## config.mk

```make
export PLATFORM = sky130hd
export DESIGN_NAME = accum_stage_flat
export DESIGN_NICKNAME = d
export VERILOG_FILES = /design/src/rtl/accum_stage_if.sv /design/src/rtl/accum_stage.sv /design/src/flat_wrapper.sv
export SDC_FILE = /design/constraint.sdc
export NUM_CORES = 1
export LEC_CHECK = 0
export ABC_CLOCK_PERIOD_IN_PS = 3600
export CAP_MARGIN = 20
export CORE_ASPECT_RATIO = 1.5
export CORE_MARGIN = 4
export CORE_UTILIZATION = 50
export CTS_CLUSTER_SIZE = 24
export DETAILED_ROUTE_END_ITERATION = 10
export PLACE_DENSITY = 0.75
export SYNTH_ARGS = -nofsm -noshare
export SYNTH_HDL_FRONTEND = slang
export SYNTH_SLANG_ARGS = --single-unit
```

## constraint.sdc

```tcl
create_clock -name clk -period 3.6 [get_ports clk]
set_input_delay 0.54 -clock clk [delete_from_list [all_inputs] [get_ports clk]]
set_output_delay 0.54 -clock clk [all_outputs]
set_load 0.01 [all_outputs]
```

## src/rtl/accum_stage_if.sv

```systemverilog
// Product-group bus from the multiplier stage into accum_stage, plus the result bus to activation.
// master = upstream/consumer side, slave = accum_stage.
interface accum_stage_if #(
   parameter int NUM_LANES = 7,
   parameter int PROD_W    = 26,
   parameter int OUT_W     = 32
);
   logic [NUM_LANES*PROD_W-1:0] Product_syn;
   logic                        InValid;
   logic                        InLast;
   logic signed [OUT_W-1:0]     OutSum;
   logic                        OutValid;
   logic                        OutSat;
   logic                        CountErr;

   modport slave (
      input  Product_syn, InValid, InLast,
      output OutSum, OutValid, OutSat, CountErr
   );

   modport master (
      output Product_syn, InValid, InLast,
      input  OutSum, OutValid, OutSat, CountErr
   );
endinterface

```

## src/rtl/accum_stage.sv

```systemverilog
// 7-lane adder tree + per-neuron accumulator with saturated result; InValid&InLast to OutValid is 3 cycles.
// Accepts one group per cycle, never stalls (no backpressure); bubbles leave the running sum untouched.
module accum_stage #(
   parameter int NUM_LANES = 7,
   parameter int PROD_W    = 26,
   parameter int ACC_W     = 40,
   parameter int OUT_W     = 32,
   parameter int GROUPS    = 112
) (
   input  logic          clk,
   input  logic          GlobalReset,
   accum_stage_if.slave  bus
);
   localparam int CNT_W = $clog2(GROUPS + 1) + 1;
   localparam int S1_W  = PROD_W + 1;
   localparam int S2_W  = PROD_W + 3;

   localparam logic signed [ACC_W-1:0] SAT_MAX = {{(ACC_W-OUT_W+1){1'b0}}, {(OUT_W-1){1'b1}}};
   localparam logic signed [ACC_W-1:0] SAT_MIN = {{(ACC_W-OUT_W+1){1'b1}}, {(OUT_W-1){1'b0}}};

   logic signed [PROD_W-1:0] lane [NUM_LANES];

   logic                    s1_vld_q, s1_vld_d, s1_last_q, s1_last_d;
   logic signed [S1_W-1:0]  s1_sum_q [4];
   logic signed [S1_W-1:0]  s1_sum_d [4];
   logic                    s2_vld_q, s2_vld_d, s2_last_q, s2_last_d;
   logic signed [S2_W-1:0]  s2_sum_q, s2_sum_d;
   logic signed [ACC_W-1:0] acc_q, acc_d, acc_next;
   logic [CNT_W-1:0]        cnt_q, cnt_d, cnt_next;
   logic signed [OUT_W-1:0] out_sum_q, out_sum_d;
   logic                    out_vld_q, out_vld_d;
   logic                    out_sat_q, out_sat_d;
   logic                    cnt_err_q, cnt_err_d;

   always_comb begin
      for (int k = 0; k < NUM_LANES; k++) begin
         lane[k] = bus.Product_syn[k*PROD_W +: PROD_W];
      end
   end

   always_comb begin
      // Size casts of signed operands sign-extend at every width step.
      s1_vld_d    = bus.InValid;
      s1_last_d   = bus.InValid & bus.InLast;
      s1_sum_d[0] = S1_W'(lane[0]) + S1_W'(lane[1]);
      s1_sum_d[1] = S1_W'(lane[2]) + S1_W'(lane[3]);
      s1_sum_d[2] = S1_W'(lane[4]) + S1_W'(lane[5]);
      s1_sum_d[3] = S1_W'(lane[6]);

      s2_vld_d  = s1_vld_q;
      s2_last_d = s1_last_q;
      s2_sum_d  = S2_W'(s1_sum_q[0]) + S2_W'(s1_sum_q[1])
                + S2_W'(s1_sum_q[2]) + S2_W'(s1_sum_q[3]);

      acc_next = acc_q + ACC_W'(s2_sum_q);
      cnt_next = (&cnt_q) ? cnt_q : cnt_q + 1'b1;

      acc_d     = acc_q;
      cnt_d     = cnt_q;
      out_sum_d = out_sum_q;
      out_vld_d = 1'b0;
      out_sat_d = out_sat_q;
      cnt_err_d = cnt_err_q;

      if (s2_vld_q) begin
         if (s2_last_q) begin
            out_vld_d = 1'b1;
            if (acc_next > SAT_MAX) begin
               out_sum_d = SAT_MAX[OUT_W-1:0];
               out_sat_d = 1'b1;
            end else if (acc_next < SAT_MIN) begin
               out_sum_d = SAT_MIN[OUT_W-1:0];
               out_sat_d = 1'b1;
            end else begin
               out_sum_d = acc_next[OUT_W-1:0];
               out_sat_d = 1'b0;
            end
            cnt_err_d = (cnt_next != CNT_W'(GROUPS));
            acc_d     = '0;
            cnt_d     = '0;
         end else begin
            acc_d = acc_next;
            cnt_d = cnt_next;
         end
      end
   end

   always_ff @(posedge clk) begin
      if (GlobalReset) begin
         s1_vld_q  <= 1'b0;
         s1_last_q <= 1'b0;
         s1_sum_q  <= '{default: '0};
         s2_vld_q  <= 1'b0;
         s2_last_q <= 1'b0;
         s2_sum_q  <= '0;
         acc_q     <= '0;
         cnt_q     <= '0;
         out_sum_q <= '0;
         out_vld_q <= 1'b0;
         out_sat_q <= 1'b0;
         cnt_err_q <= 1'b0;
      end else begin
         s1_vld_q  <= s1_vld_d;
         s1_last_q <= s1_last_d;
         s1_sum_q  <= s1_sum_d;
         s2_vld_q  <= s2_vld_d;
         s2_last_q <= s2_last_d;
         s2_sum_q  <= s2_sum_d;
         acc_q     <= acc_d;
         cnt_q     <= cnt_d;
         out_sum_q <= out_sum_d;
         out_vld_q <= out_vld_d;
         out_sat_q <= out_sat_d;
         cnt_err_q <= cnt_err_d;
      end
   end

   assign bus.OutSum   = out_sum_q;
   assign bus.OutValid = out_vld_q;
   assign bus.OutSat   = out_sat_q;
   assign bus.CountErr = cnt_err_q;
endmodule

```

## src/flat_wrapper.sv

```systemverilog
// flat-port wrapper written by rule: the top's interface ports become plain ports
module accum_stage_flat 
#(
   parameter int NUM_LANES = 7,
   parameter int PROD_W    = 26,
   parameter int ACC_W     = 40,
   parameter int OUT_W     = 32,
   parameter int GROUPS    = 112
)
  (clk, GlobalReset, bus_Product_syn, bus_InValid, bus_InLast, bus_OutSum, bus_OutValid, bus_OutSat, bus_CountErr);
  accum_stage_if #(.NUM_LANES(NUM_LANES), .PROD_W(PROD_W), .OUT_W(OUT_W)) bus_i ();
  input  logic clk;
  input  logic GlobalReset;
  input wire logic [$bits(bus_i.Product_syn)-1:0] bus_Product_syn;
  input wire logic [$bits(bus_i.InValid)-1:0] bus_InValid;
  input wire logic [$bits(bus_i.InLast)-1:0] bus_InLast;
  output wire logic [$bits(bus_i.OutSum)-1:0] bus_OutSum;
  output wire logic [$bits(bus_i.OutValid)-1:0] bus_OutValid;
  output wire logic [$bits(bus_i.OutSat)-1:0] bus_OutSat;
  output wire logic [$bits(bus_i.CountErr)-1:0] bus_CountErr;
  assign bus_i.Product_syn = bus_Product_syn;
  assign bus_i.InValid = bus_InValid;
  assign bus_i.InLast = bus_InLast;
  assign bus_OutSum = bus_i.OutSum;
  assign bus_OutValid = bus_i.OutValid;
  assign bus_OutSat = bus_i.OutSat;
  assign bus_CountErr = bus_i.CountErr;
  accum_stage #(.NUM_LANES(NUM_LANES), .PROD_W(PROD_W), .ACC_W(ACC_W), .OUT_W(OUT_W), .GROUPS(GROUPS)) u_core (.clk(clk), .GlobalReset(GlobalReset), .bus(bus_i));
endmodule
```

Word level (Yosys, flattened, before mapping)

Cells that the tools add are included.

Output and inout bits: 35
Bits in latches: 0
Bits in registers: 223
Word-level logic and storage cells: 39
Memories: 0
ROM bits: 0
Input port bits: 186
Memory bits (writable): 0

Shift-type cells: 0
Reduce and logical (&&, ||, !) cells: 3
Equal/unequal tests: 1
Divide/modulo/power cells: 0
Order comparisons: 2
$add $sub $neg: 8
Bitwise logic cells: 2
Muxes and demuxes: 8
Multiply operators: 0

Operators with widths:

| operator                                               | count |
|---|---|
| adder 26 x 26 -> 27 bit                                | 3 |
| two-way mux 32 bit                                     | 2 |
| adder 40 x 29 -> 40 bit                                | 1 |
| > comparator 40 x 32 -> 1 bit (second input constant)  | 1 |
| < comparator 40 x 32 -> 1 bit (second input constant)  | 1 |
| two-way mux 40 bit                                     | 1 |
| adder 28 x 27 -> 29 bit                                | 1 |
| adder 29 x 26 -> 29 bit                                | 1 |
| adder 27 x 27 -> 28 bit                                | 1 |
| two-way mux 8 bit                                      | 2 |
| adder 8 x 1 -> 8 bit (second input constant)           | 1 |
| inequality test 8 x 7 -> 1 bit (second input constant) | 1 |
| AND reduction 8 bit                                    | 1 |
| two-way mux 1 bit                                      | 3 |
| AND reduction 2 bit                                    | 1 |
| OR reduction 2 bit                                     | 1 |
| AND 1 bit                                              | 1 |
| NOT 1 bit                                              | 1 |

Longest topological paths before layout

Gate-level depths: netlist of run 1.

Word-level depth: 4
Gate-level depth with buffers: 16
Depth with buffers taken out: 16

Worst setup path before layout of run 1

Ideal clock, no wire load.

Path kind: reg-to-reg
Start: register u_core.s1_sum_q[2] (netlist bit)
End: register u_core.s2_sum_q[26]
Cell stages (with the launch flop): 15
Clock period less this slack: 3966 ps
Setup time: 128 ps
Slack: -366 ps
Arrival time: 3839 ps
Path buffers: 0
Required time: 3472 ps
Cell sequence: dfxtp_1 -> fa_1 -> fa_1 -> ha_1 -> a21o_1 -> a21oi_1 -> o21bai_1 -> a2111oi_0 -> o41a_1 -> o31ai_1 -> or3b_2 -> a21oi_1 -> o21ai_0 -> xnor2_1 -> nor2_1

Longest elaborated chain between the ends: 1

Ends and longest elaborated chain:

| what                    | line               | text |
|---|---|---|
| start, declared         | accum_stage.sv:24  | `logic signed [S1_W-1:0] s1_sum_q [4];` |
| start signal, assigned  | accum_stage.sv:105 | `s1_sum_q <= s1_sum_d;` |
| adder 29 x 26 -> 29 bit | accum_stage.sv:53  | `+ S2_W'(s1_sum_q[2]) + S2_W'(s1_sum_q[3]);` |
| end signal, assigned    | accum_stage.sv:108 | `s2_sum_q <= s2_sum_d;` |
| end, declared           | accum_stage.sv:27  | `logic signed [S2_W-1:0] s2_sum_q, s2_sum_d;` |

Every way passes these cells.
A chain may end at the register's enable or synchronous reset.

Worst setup path in the final report of run 1

Start: register u_core.s2_sum_q[28]
End: register u_core.out_sum_q[22], in the netlist u_core.bus.OutSum[22]

Longest elaborated chain between the ends: 4
Elaborated cells between the ends (all ways): 5
Those cells by class: add/sub: 1; order compare: 2; mux: 2

Ends and longest elaborated chain:

| what                          | line               | text |
|---|---|---|
| adder 40 x 29 -> 40 bit (*)   | accum_stage.sv:55  | `acc_next = acc_q + ACC_W'(s2_sum_q);` |
| < comparator 40 x 32 -> 1 bit | accum_stage.sv:71  | `end else if (acc_next < SAT_MIN) begin` |
| two-way mux 32 bit            | accum_stage.sv:71  |  |
| two-way mux 32 bit (*)        | accum_stage.sv:68  | `if (acc_next > SAT_MAX) begin` |
| end signal, assigned          | accum_stage.sv:111 | `out_sum_q <= out_sum_d;` |
| end, declared                 | accum_stage.sv:30  | `logic signed [OUT_W-1:0] out_sum_q, out_sum_d;` |

Every way passes the cells marked *; elsewhere a longest branch is shown, timed or not.

==> impl_results.md, run 1 <==
- Status: finished, violations left
- Vias/cell: 5.53
- Setup ws final: -354 ps
- Final Setup Violations: 40
- H-tree depth: 1
- Clk network pwr share: 0.236
- DRT Pass-1 Iters: 7
- Tcrit/Tclk final: 1.10
- Initial antenna violation count: 1
- Yosys warns: 0
- Sw frac: 0.362
- Final setup TNS: -9380 ps
- Worst Setup Path Type: register to register
- Leading post-synthesis cells by cell area: dfxtp_1 30%, ha_1 12%, fa_1 8.0%, nor2_1 6.0%, a21oi_1 3.9%
- Area Overhead vs Synth: 37.9%
- Initial DRC count: 625
- Unrepaired setup endpoints after global routing: yes
- Worst skew pair latency: 510 ps
- Post-Synth XOR/XNOR Area: 0.0650
- Post-route DRC: 0
- Filler instances: 2179
- CTS buffer count: 22
- Post-Syn Nets: 2040
- Synth cell types: 80
- Synthesized area: 14700 sq um
- Die Area: 32200 sq um
- Failing checks: setup timing
- CTS Buffer Depth: 3
- Number of global-route vias before repair: 14000
- Slew headroom: 0.425
- Crit path arrival time: 4330 ps
- I/O pin count: 221
- Multi-input gate area: 10300 sq um
- Area fraction of the dominant cell type after synthesis: 0.304
- Hold Path Class: primary input to register
- Placed inst area: 18500 sq um
- Multiplexer area fraction after synthesis: 0.00213
- GRT Residual Overflow: 0
- Die width: 148 um
- Fin. max-slew vios: 0
- Crit-path max FO: 9
- Final net count: 2436
- Cell taking the most area after synthesis: dfxtp_1
- Post-Place Worst Slack: -556 ps
- Largest family of logic cells by synthesized area: compound AO/OA/AOI/OAI gates
- CP required: 3970 ps
- IO Port Bufs: 220
- TritonCTS clock tree: done
- Async SR Flop Fraction: 0
- Logic pwr share: 0.489
- Leakage: 8.82 nW
- Synth Register Bits: 223
- Peak supply drop: 0.000337 V
- GP Congestion: 0.962
- Largest net degree at the start of global routing: 69
- Clk slew on worst S/H paths: 60 ps
- Reg area: 4480 sq um
- Post-Synth Adder-Cell Area: 0.205
- CP startpoint kind: register
- Post-synth EDFFs: 0
- Simple-gate share of the synthesized area: 0.173
- DR WL/cell: 17.0 um
- Core Rows: 76
- Pwr dens: 535 nW/um^2
- Endpoint kind of the worst setup timing path: register
- Die Ht: 218 um
- Max-Cap Viols: 0
- Final WL: 41700 um
- Compound-gate portion of the synthesized area: 0.219
- Share of cells above drive strength 1: 0.194
- Vias: 13600
- Switching power total: 3.92 mW
- Clk_skew: 15.4 ps
- Seq/Total Area, Yosys: 0.304
- Min cycle time layout: 3950 ps
- Fin Hold WS: 429 ps
- Peak Freq: 253 MHz
- Root buffer cell: clkbuf_16
- Worst Tran Pin Value: 861 ps
- Final instance area: 20200 sq um
- Internal: 6.91 mW
- Hold Violations, Final: 0
- Most frequent cell after synthesis: nor2_1
- Synth Flop Type: dfxtp_1
- GRT Util Overall: 0.245
- Number of clock sinks: 223
- Initial Util: 0.510
- Core area: 28800 sq um
- HPWL after DPL: 31700 um
- Routed Antenna Nets: 0
- First-pass GRT wire length: 65800 um
- Post-Syn Instances: 1649
- Synth top cells by count: 236 x nor2_1, 223 x dfxtp_1, 146 x ha_1
- Register share of total power: 0.275
- Synth Area per Inst: 8.90 sq um
==> timing repair <==
action / in CTS / in global routing
gates cloned: 3 / 3
buffers inserted: 13 / 15
endpoints found under the setup margin: 48 / 55
endpoints found under the hold margin: 0 / 0
hold buffers: 0 / 0
gates resized for setup: 32 / 96
pin swaps: 15 / 57
==> final timing paths <==
| path | end | cells after the start | startpoint | slack (ps) |
|---|---|---|---|---|
| worst max-delay path | u_core.bus.OutSum[22] | 14 | u_core.s2_sum_q[28] | -350 |
| worst min-delay path | u_core.acc_q[25] | 2 | GlobalReset | 430 |
| worst max register to register | u_core.bus.OutSum[22] | 14 | u_core.s2_sum_q[28] | -350 |
| worst min register to register | u_core.s2_last_q | 1 | u_core.s1_last_q | 450 |
==> cells in the final DEF (no fill, tap or decap), types with 40 or more instances in the layout <==
cell type	instances
nand2_1	101
clkdlybuf4s50_1	219
fa_1	57
a22oi_1	40
nor2b_1	55
xor2_1	44
o21ai_0	47
xnor2_1	59
nor2_1	228
dfxtp_1	211
inv_1	47
a21oi_1	100
ha_1	134
buf_4	197
a21o_1	52
==> critical path, stage by stage, from the launching register on <==
cell and delay [ps]:
dfxtp_4 410, buf_4 160, ha_1 410, nand3_1 150
buf_4 180, nor4_2 390, a31oi_4 130, buf_4 160
xnor2_1 130, or4_1 400, or3_4 360, o41ai_4 410
buf_4 240, clkbuf_16 200, a211oi_2 70
==> per-stage QoR <==
stage / total power, mW / instances / utilization
5_1_grt: 11.5 / 2452 / 0.703
4_1_cts: 10.4 / 2436 / 0.683
2_1_floorplan: 5.91 / 1649 / -
6_report: 10.8 / 2452 / 0.703
3_5_place_dp: 7.55 / 2380 / 0.644
3_3_place_gp: 7.41 / 2380 / 0.644
==> layout make-up <==
class                   count  area share
clock buffers              24      0.0286
diodes                      1    0.000124
flip-flops and latches    223       0.221
clock inverters            16      0.0112
inverters                  49     0.00908
well taps                 390      0.0241
multi-input cells        1318       0.511
repair buffers            431       0.194
==> metal layers <==
| layer | track usage | up-vias | share of wire |
|---|---|---|---|
| met4 | 0.0801 | 0 | 0.034 |
| met2 | 0.489 | 381 | 0.55 |
| met5 | 0 | - | 0 |
| met1 | 0.265 | 6393 | 0.38 |
| li1 | - | 6696 | - |
| met3 | 0.0260 | 93 | 0.044 |
==> power groups by stage <==
stage          Combinational, mW  Sequential [mW]  Clock, mW
6_report                    5.30             2.98       2.55
5_1_grt                     5.81             3.01       2.68
4_1_cts                     4.83             2.96       2.59
3_5_place_dp                4.54             3.01          0
3_3_place_gp                4.41             3.00          0
2_1_floorplan               2.96             2.95          0
==> state kept, by name, indices dropped and copies added, names as in the netlist, 8 cells and up <==
register	cells
u_core.bus.OutSum	32
u_core.s1_sum_q	107
u_core.acc_q	40
u_core.cnt_q	8
u_core.s2_sum_q	29
==> logic make-up (layout without fill, tap and decap cells) <==
group / after synthesis / count (layout)
and+or+nand+nor: 547 / 547
muxes: 3 / 3
AOI/OAI and AO/OA: 454 / 454
adders and majority gates: 205 / 205
xor gates and xnor gates: 109 / 109
other: 0 / 1
buffers and inverters: 108 / 520
DFF: 223 / 223
(Power assumes the default switching activity.)
==> run 2, diff against run 1 <==
--- a/config.mk
+++ b/config.mk
@@ -5,14 +5,15 @@
 export SDC_FILE = /design/constraint.sdc
 export NUM_CORES = 1
 export LEC_CHECK = 0
+export ABC_AREA = 1
 export ABC_CLOCK_PERIOD_IN_PS = 3600
 export CAP_MARGIN = 20
 export CORE_ASPECT_RATIO = 1.5
 export CORE_MARGIN = 4
-export CORE_UTILIZATION = 50
+export CORE_UTILIZATION = 45
 export CTS_CLUSTER_SIZE = 24
 export DETAILED_ROUTE_END_ITERATION = 10
-export PLACE_DENSITY = 0.75
+export PLACE_DENSITY = 0.67
 export SYNTH_ARGS = -nofsm -noshare
 export SYNTH_HDL_FRONTEND = slang
 export SYNTH_SLANG_ARGS = --single-unit
==> run 2 against run 1 <==
The run now ends clean. Die area rose by 20%. Global-route usage fell by 0.70 points. Sequential share of layout area rose by 0.84 points. Final area fell by 4.0%. Combinational power fell by 23%. Critical endpoint is now u_core.s2_sum_q[23]. Core utilization fell by 15 points. Synthesized area rose by 8.6%. Routed wire length rose by 12%.
==> impl_results.md, run 2 <==
- GRT Util Overall: 0.238
- Synth Area per Inst: 7.15 sq um
- CTS Buffer Depth: 3
- Core Rows: 84
- Crit path max-delay family: adder cells
- Filler instances: 3488
- Post-Synth XOR/XNOR Area: 0.0213
- Number of global-route vias before repair: 15200
- Max-Cap Viols: 0
- DR WL/cell: 15.9 um
- Largest net degree at the start of global routing: 56
- I/O pin count: 221
- Root buffer cell: clkbuf_16
- Die Area: 38600 sq um
- Synthesized area: 15900 sq um
- Area fraction of the dominant cell type after synthesis: 0.280
- Min cycle time layout: 3360 ps
- Unrepaired setup endpoints after global routing: no
- Reg area: 4460 sq um
- Number of clock sinks: 223
- Core area: 35000 sq um
- Worst Setup Path Type: register to register
- Most frequent cells in the layout: 527 x nand2_1, 297 x a21oi_1, 263 x inv_1, 223 x dfxtp_1, 219 x clkdlybuf4s50_1
- Final net count: 2842
- Post-synth EDFFs: 0
- Post-Synth Adder-Cell Area: 0.189
- Cell taking the most area after synthesis: dfxtp_1
- Share of cells above drive strength 1: 0.0580
- Multiplexer area fraction after synthesis: 0
- Commonest non-fill, non-tap cell in the layout: nand2_1
- Multi-input gate area: 10300 sq um
- Post-Place Worst Slack: 162 ps
- Initial DRC count: 896
- Post-Syn Nets: 2622
- CP startpoint kind: register
- Leakage: 9.09 nW
- Initial antenna violation count: 0
- Endpoint kind of the worst setup timing path: register
- Final setup TNS: 0 ps
- Final WL: 46700 um
- Async SR Flop Fraction: 0
- DRT Pass-1 Iters: 5
- Max stage delay on crit path: 520 ps
- Seq/Total Area, Yosys: 0.280
- Largest family of logic cells by synthesized area: simple AND/OR/NAND/NOR gates
- Post-CTS Repair Setup Buffers: 0
- First-pass GRT wire length: 75100 um
- Vias: 15300
- Synth Flop Type: dfxtp_1
- Die width: 162 um
- Vias/cell: 5.21
- Clk slew on worst S/H paths: 60 ps
- HPWL after DPL: 38600 um
- Fin Hold WS: 412 ps
- Pwr Total: 9.41 mW
- Slew headroom: 0.449
- Yosys warns: 0
- GP Congestion: 0.934
- Top reg by flops: u_core.s1_sum_q
- GRT Residual Overflow: 0
- Synth Register Bits: 223
- CP required: 4040 ps
- Area Overhead vs Synth: 21.9%
- Peak Freq: 298 MHz
- Leading post-synthesis cells by cell area: dfxtp_1 28%, nand2_1 12%, ha_1 11%, a21oi_1 9.3%, fa_1 7.4%
- Hold-fix buffer count after cts: 0
- CTS buffer count: 23
- Die Ht: 239 um
- Fin. max-slew vios: 0
- Status: finished, final reports clean
- Post-Syn Instances: 2231
- Hold Path Class: register to register
- Hold Violations, Final: 0
- Simple-gate share of the synthesized area: 0.225
- Compound-gate portion of the synthesized area: 0.208
- Crit-path max FO: 4
- Critical path cell sequence: fa_1, fa_1, ha_2, inv_1, fa_1, o21ai_1, buf_4, a21oi_1, o21ai_1, buf_4, a21oi_1, nor2_1, nor2_1, o21bai_1, o21ai_0, a21oi_1
- Synth top cells by count: 527 x nand2_1, 297 x a21oi_1, 264 x inv_1
- Pwr dens: 484 nW/um^2
- Setup ws final: 239 ps
- Final Setup Violations: 0
- Worst Tran Pin Value: 819 ps
- Routed Antenna Nets: 0
- Clk_skew: 14.8 ps
- TritonCTS clock tree: done
- Synth cell types: 48
- Max reg flops: 107
- Worst skew pair latency: 520 ps
- H-tree depth: 1
- Initial Util: 0.456
- Critical path's slowest cell: fa_1
- Buffer and inverter count on the worst path: 3
- Crit path arrival time: 3800 ps
- Tcrit/Tclk final: 0.933
- IO Port Bufs: 220
- Most frequent cell after synthesis: nand2_1
- Peak supply drop: 0.000245 V
- Post-route DRC: 0
run 2: cell type report:
cell class / instances / share of cell area
tap: 473 / 0.0305
inverter: 264 / 0.0510
clock inverter: 11 / 0.00612
sequential: 223 / 0.230
clock buffer: 29 / 0.0323
timing repair buffer: 239 / 0.122
multi-input combinational: 1700 / 0.528
antenna: 1 / 0.000129
run 2: tightest hold or removal path, cell delays in order (launching register included):
cell,delay [ps]
dfxtp_1,300
inv_1,40
nor2_1,30
run 2: final timing paths:
| path | endpoint | cells after the start | from | slack [ps] |
|---|---|---|---|---|
| hold / removal | u_core.s2_last_q | 2 | u_core.s1_last_q | 410 |
| setup / recovery | u_core.s2_sum_q[23] | 16 | u_core.s1_sum_q[1] | 240 |
| hold reg to reg | u_core.s2_last_q | 2 | u_core.s1_last_q | 410 |
| setup reg to reg | u_core.s2_sum_q[23] | 16 | u_core.s1_sum_q[1] | 240 |
run 2: kinds of logic (layout without fill, tap and decap cells):
| kind of cell | Yosys count | in the layout |
|---|---|---|
| other | 0 | 1 |
| flip-flops | 223 | 223 |
| XOR/XNOR | 38 | 38 |
| AND/OR/NAND/NOR | 866 | 866 |
| AO/OA/AOI/OAI | 591 | 591 |
| buffers and inverters | 308 | 543 |
| adder cells (fa/ha/maj) | 205 | 205 |
run 2: power by group:
part	total, mW	internal [mW]	switching, mW
combinational	4.09	1.54	2.55
clock	2.36	1.38	0.981
sequential	2.95	2.77	0.181
total	9.41	5.69	3.71
run 2: routing by layer:
layer,up-vias,global-route usage,wire length [um]
met3,85,0.0160,1540
met4,0,0.0744,1330
met5,-,0,0
li1,7831,-,-
met1,7038,0.266,18400
met2,377,0.475,25400
run 2: stage by stage:
step            util  instances  cell area [sq um]
6_report       0.555       2940              19400
3_3_place_gp   0.533       2898              18600
4_1_cts        0.554       2938              19400
5_1_grt        0.555       2939              19400
2_1_floorplan      -       2231              15900
3_5_place_dp   0.533       2898              18600
run 2: timing repair:
| item | 4_1_cts | 5_1_grt |
|---|---|---|
| setup endpoints to repair | 0 | 5 |
| resized for setup | 0 | 5 |
| hold endpoints to repair | 0 | 0 |
==> run 3, diff against run 2 <==
--- a/config.mk
+++ b/config.mk
@@ -8,7 +8,7 @@
 export ABC_AREA = 1
 export ABC_CLOCK_PERIOD_IN_PS = 3600
 export CAP_MARGIN = 20
-export CORE_ASPECT_RATIO = 1.5
+export CORE_ASPECT_RATIO = 0.7
 export CORE_MARGIN = 4
 export CORE_UTILIZATION = 45
 export CTS_CLUSTER_SIZE = 24
==> run 3 against run 2 <==
Sequential share of layout area about the same. Clock skew grew 15 ps. Core utilization is 0.26 points higher. Critical path depth decreased by 2. Combinational power grew 2%. Clock-buffer cell count increased by 1. Worst setup slack lost 9.1 ps. Cell count hardly changed. Critical endpoint unchanged. Largest cell class unchanged. Highest routed layer unchanged.
==> impl_results.md, run 3 (synthesis gave the netlist of run 2 again) <==
- Endpoint kind of the worst setup timing path: register
- Peak supply drop: 0.000390 V
- Worst Tran Pin Value: 839 ps
- CTS buffer count: 23
- Root buffer cell: clkbuf_16
- Final Setup Violations: 0
- HPWL after DPL: 40000 um
- Post-route DRC: 0
- Share of cells above drive strength 1: 0.0572
- Fin Hold WS: 400 ps
- Largest net degree at the start of global routing: 72
- GRT Util Overall: 0.252
- Slew headroom: 0.441
- Multi-input gate area: 10300 sq um
- CP endpoint: u_core.s2_sum_q[23]
- Vias: 15500
- Worst Setup Path Type: register to register
- Worst skew pair latency: 540 ps
- Most frequent cell on the critical path: a21oi_1
- CP startpoint kind: register
- Final core utilization: 0.558
- GRT Residual Overflow: 0
- Worst Setup SP: u_core.s1_sum_q[4]
- Fin. max-slew vios: 0
- DR WL/cell: 16.7 um
- Commonest non-fill, non-tap cell in the layout: nand2_1
- H-tree depth: 1
- Leakage: 9.08 nW
- Met1 usage: 0.382
- Core area: 34800 sq um
- Core Rows: 57
- Most frequent cells in the layout: 527 x nand2_1, 297 x a21oi_1, 263 x inv_1, 223 x dfxtp_1, 219 x clkdlybuf4s50_1
- Crit-path max FO: 6
- Die Area: 38600 sq um
- GRT Max-Usage Layer: met1
- Initial DRC count: 1287
- R2R Setup Slk: 230 ps
- Clk_skew: 30.2 ps
- CTS Buffer Depth: 3
- Number of global-route vias before repair: 14700
- Min cycle time layout: 3370 ps
- Status: finished, final reports clean
- Reg area: 4460 sq um
- Critical path cell sequence: fa_1, fa_1, ha_1, a21oi_1, o21ai_2, a21oi_1, o21ai_0, buf_4, a21oi_1, nor2_1, nor2_1, o21bai_1, o21ai_0, a21oi_1
- I/O pin count: 221
- Critical path's slowest cell: fa_1
- IO Port Bufs: 220
- Routed Antenna Nets: 0
- Max-Cap Viols: 0
- Max stage delay on crit path: 560 ps
- Met2 global-route usage: 0.381
- CP required: 4000 ps
- Worst R2R Start: u_core.s1_sum_q[4]
- Length in cells of the worst reg-to-reg path: 14
- Final setup TNS: 0 ps
- First-pass GRT wire length: 77800 um
- Area Overhead vs Synth: 21.8%
- Tcrit/Tclk final: 0.936
- Hold-fix buffer count after cts: 0
- Clk slew on worst S/H paths: 60 ps
- Die width: 233 um
- Crit path arrival time: 3770 ps
- Die Ht: 165 um
- Peak Freq: 297 MHz
- DRT Pass-1 Iters: 6
- Met3 usage: 0.0427
- Initial antenna violation count: 0
- Pwr dens: 488 nW/um^2
- Final net count: 2842
- TritonCTS clock tree: done
- Pwr Total: 9.48 mW
- Hold Violations, Final: 0
- Hold Path Class: register to register
- Unrepaired setup endpoints after global routing: no
- Filler instances: 3410
- Worst flop-to-flop path endpoint: u_core.s2_sum_q[23]
- Top reg by flops: u_core.s1_sum_q
- Initial Util: 0.458
- Number of clock sinks: 223
- GP Congestion: 0.953
- Final WL: 49000 um
- Vias/cell: 5.29
- Max reg flops: 107
-- run 3: layout make-up --
| type | instances | area share |
|---|---|---|
| Antenna cell | 2 | 0.000258 |
| Clock buffer | 30 | 0.0320 |
| Clock inverter | 9 | 0.00535 |
| Inverter | 264 | 0.0510 |
| Multi-Input combinational cell | 1700 | 0.529 |
| Sequential cell | 223 | 0.230 |
| Tap cell | 472 | 0.0304 |
| Timing Repair Buffer | 239 | 0.122 |
-- run 3: metrics by stage --
stage | std cells | setup WS [ps] | cell area, sq um
2_1_floorplan | 2231 | 317 | 15900
3_3_place_gp | 2896 | 132 | 18600
3_5_place_dp | 2896 | 29.6 | 18600
4_1_cts | 2935 | 71.8 | 19400
5_1_grt | 2937 | 25.6 | 19400
6_report | 2939 | 230 | 19400
-- run 3: worst max-delay path: cells and delay by family, from the launching register on --
family | cells | cell delay (ps)
adder cells (fa/ha/maj) | 3 | 1400
AO/OA/AOI/OAI | 8 | 1100
flip-flops | 1 | 320
AND/OR/NAND/NOR | 2 | 230
buffers and inverters | 1 | 170
-- run 3: worst min-delay path by stage --
stage | from | to | slack [ps] | cells after the start
floorplan | u_core.s1_last_q | u_core.s2_last_q | 390 | 2
global placement | u_core.s1_last_q | u_core.s2_last_q | 390 | 2
detailed placement | u_core.s1_vld_q | u_core.s2_vld_q | 390 | 2
CTS | u_core.s1_vld_q | u_core.s2_vld_q | 400 | 2
global route | u_core.s1_last_q | u_core.s2_last_q | 410 | 2
finish | u_core.s1_vld_q | u_core.s2_vld_q | 400 | 2
-- run 3: per-layer routing --
| metal | up-vias | part of all wire |
|---|---|---|
| li1 | 7819 | - |
| met1 | 7168 | 0.50 |
| met4 | 0 | 0.015 |
| met3 | 54 | 0.070 |
| met5 | - | 0 |
| met2 | 508 | 0.41 |
-- run 3: what timing repair did --
action | in CTS | in global routing
pin swaps | 0 | 1
endpoints found under the setup margin | 1 | 7
hold endpoints to repair | 0 | 0
buffers inserted | 0 | 1
resized for setup | 1 | 5
-- run 3: report_power, final --
part / switching [mW] / internal (mW)
clock network: 1.00 / 1.36
logic: 2.63 / 1.53
registers: 0.190 / 2.77
total: 3.82 / 5.66
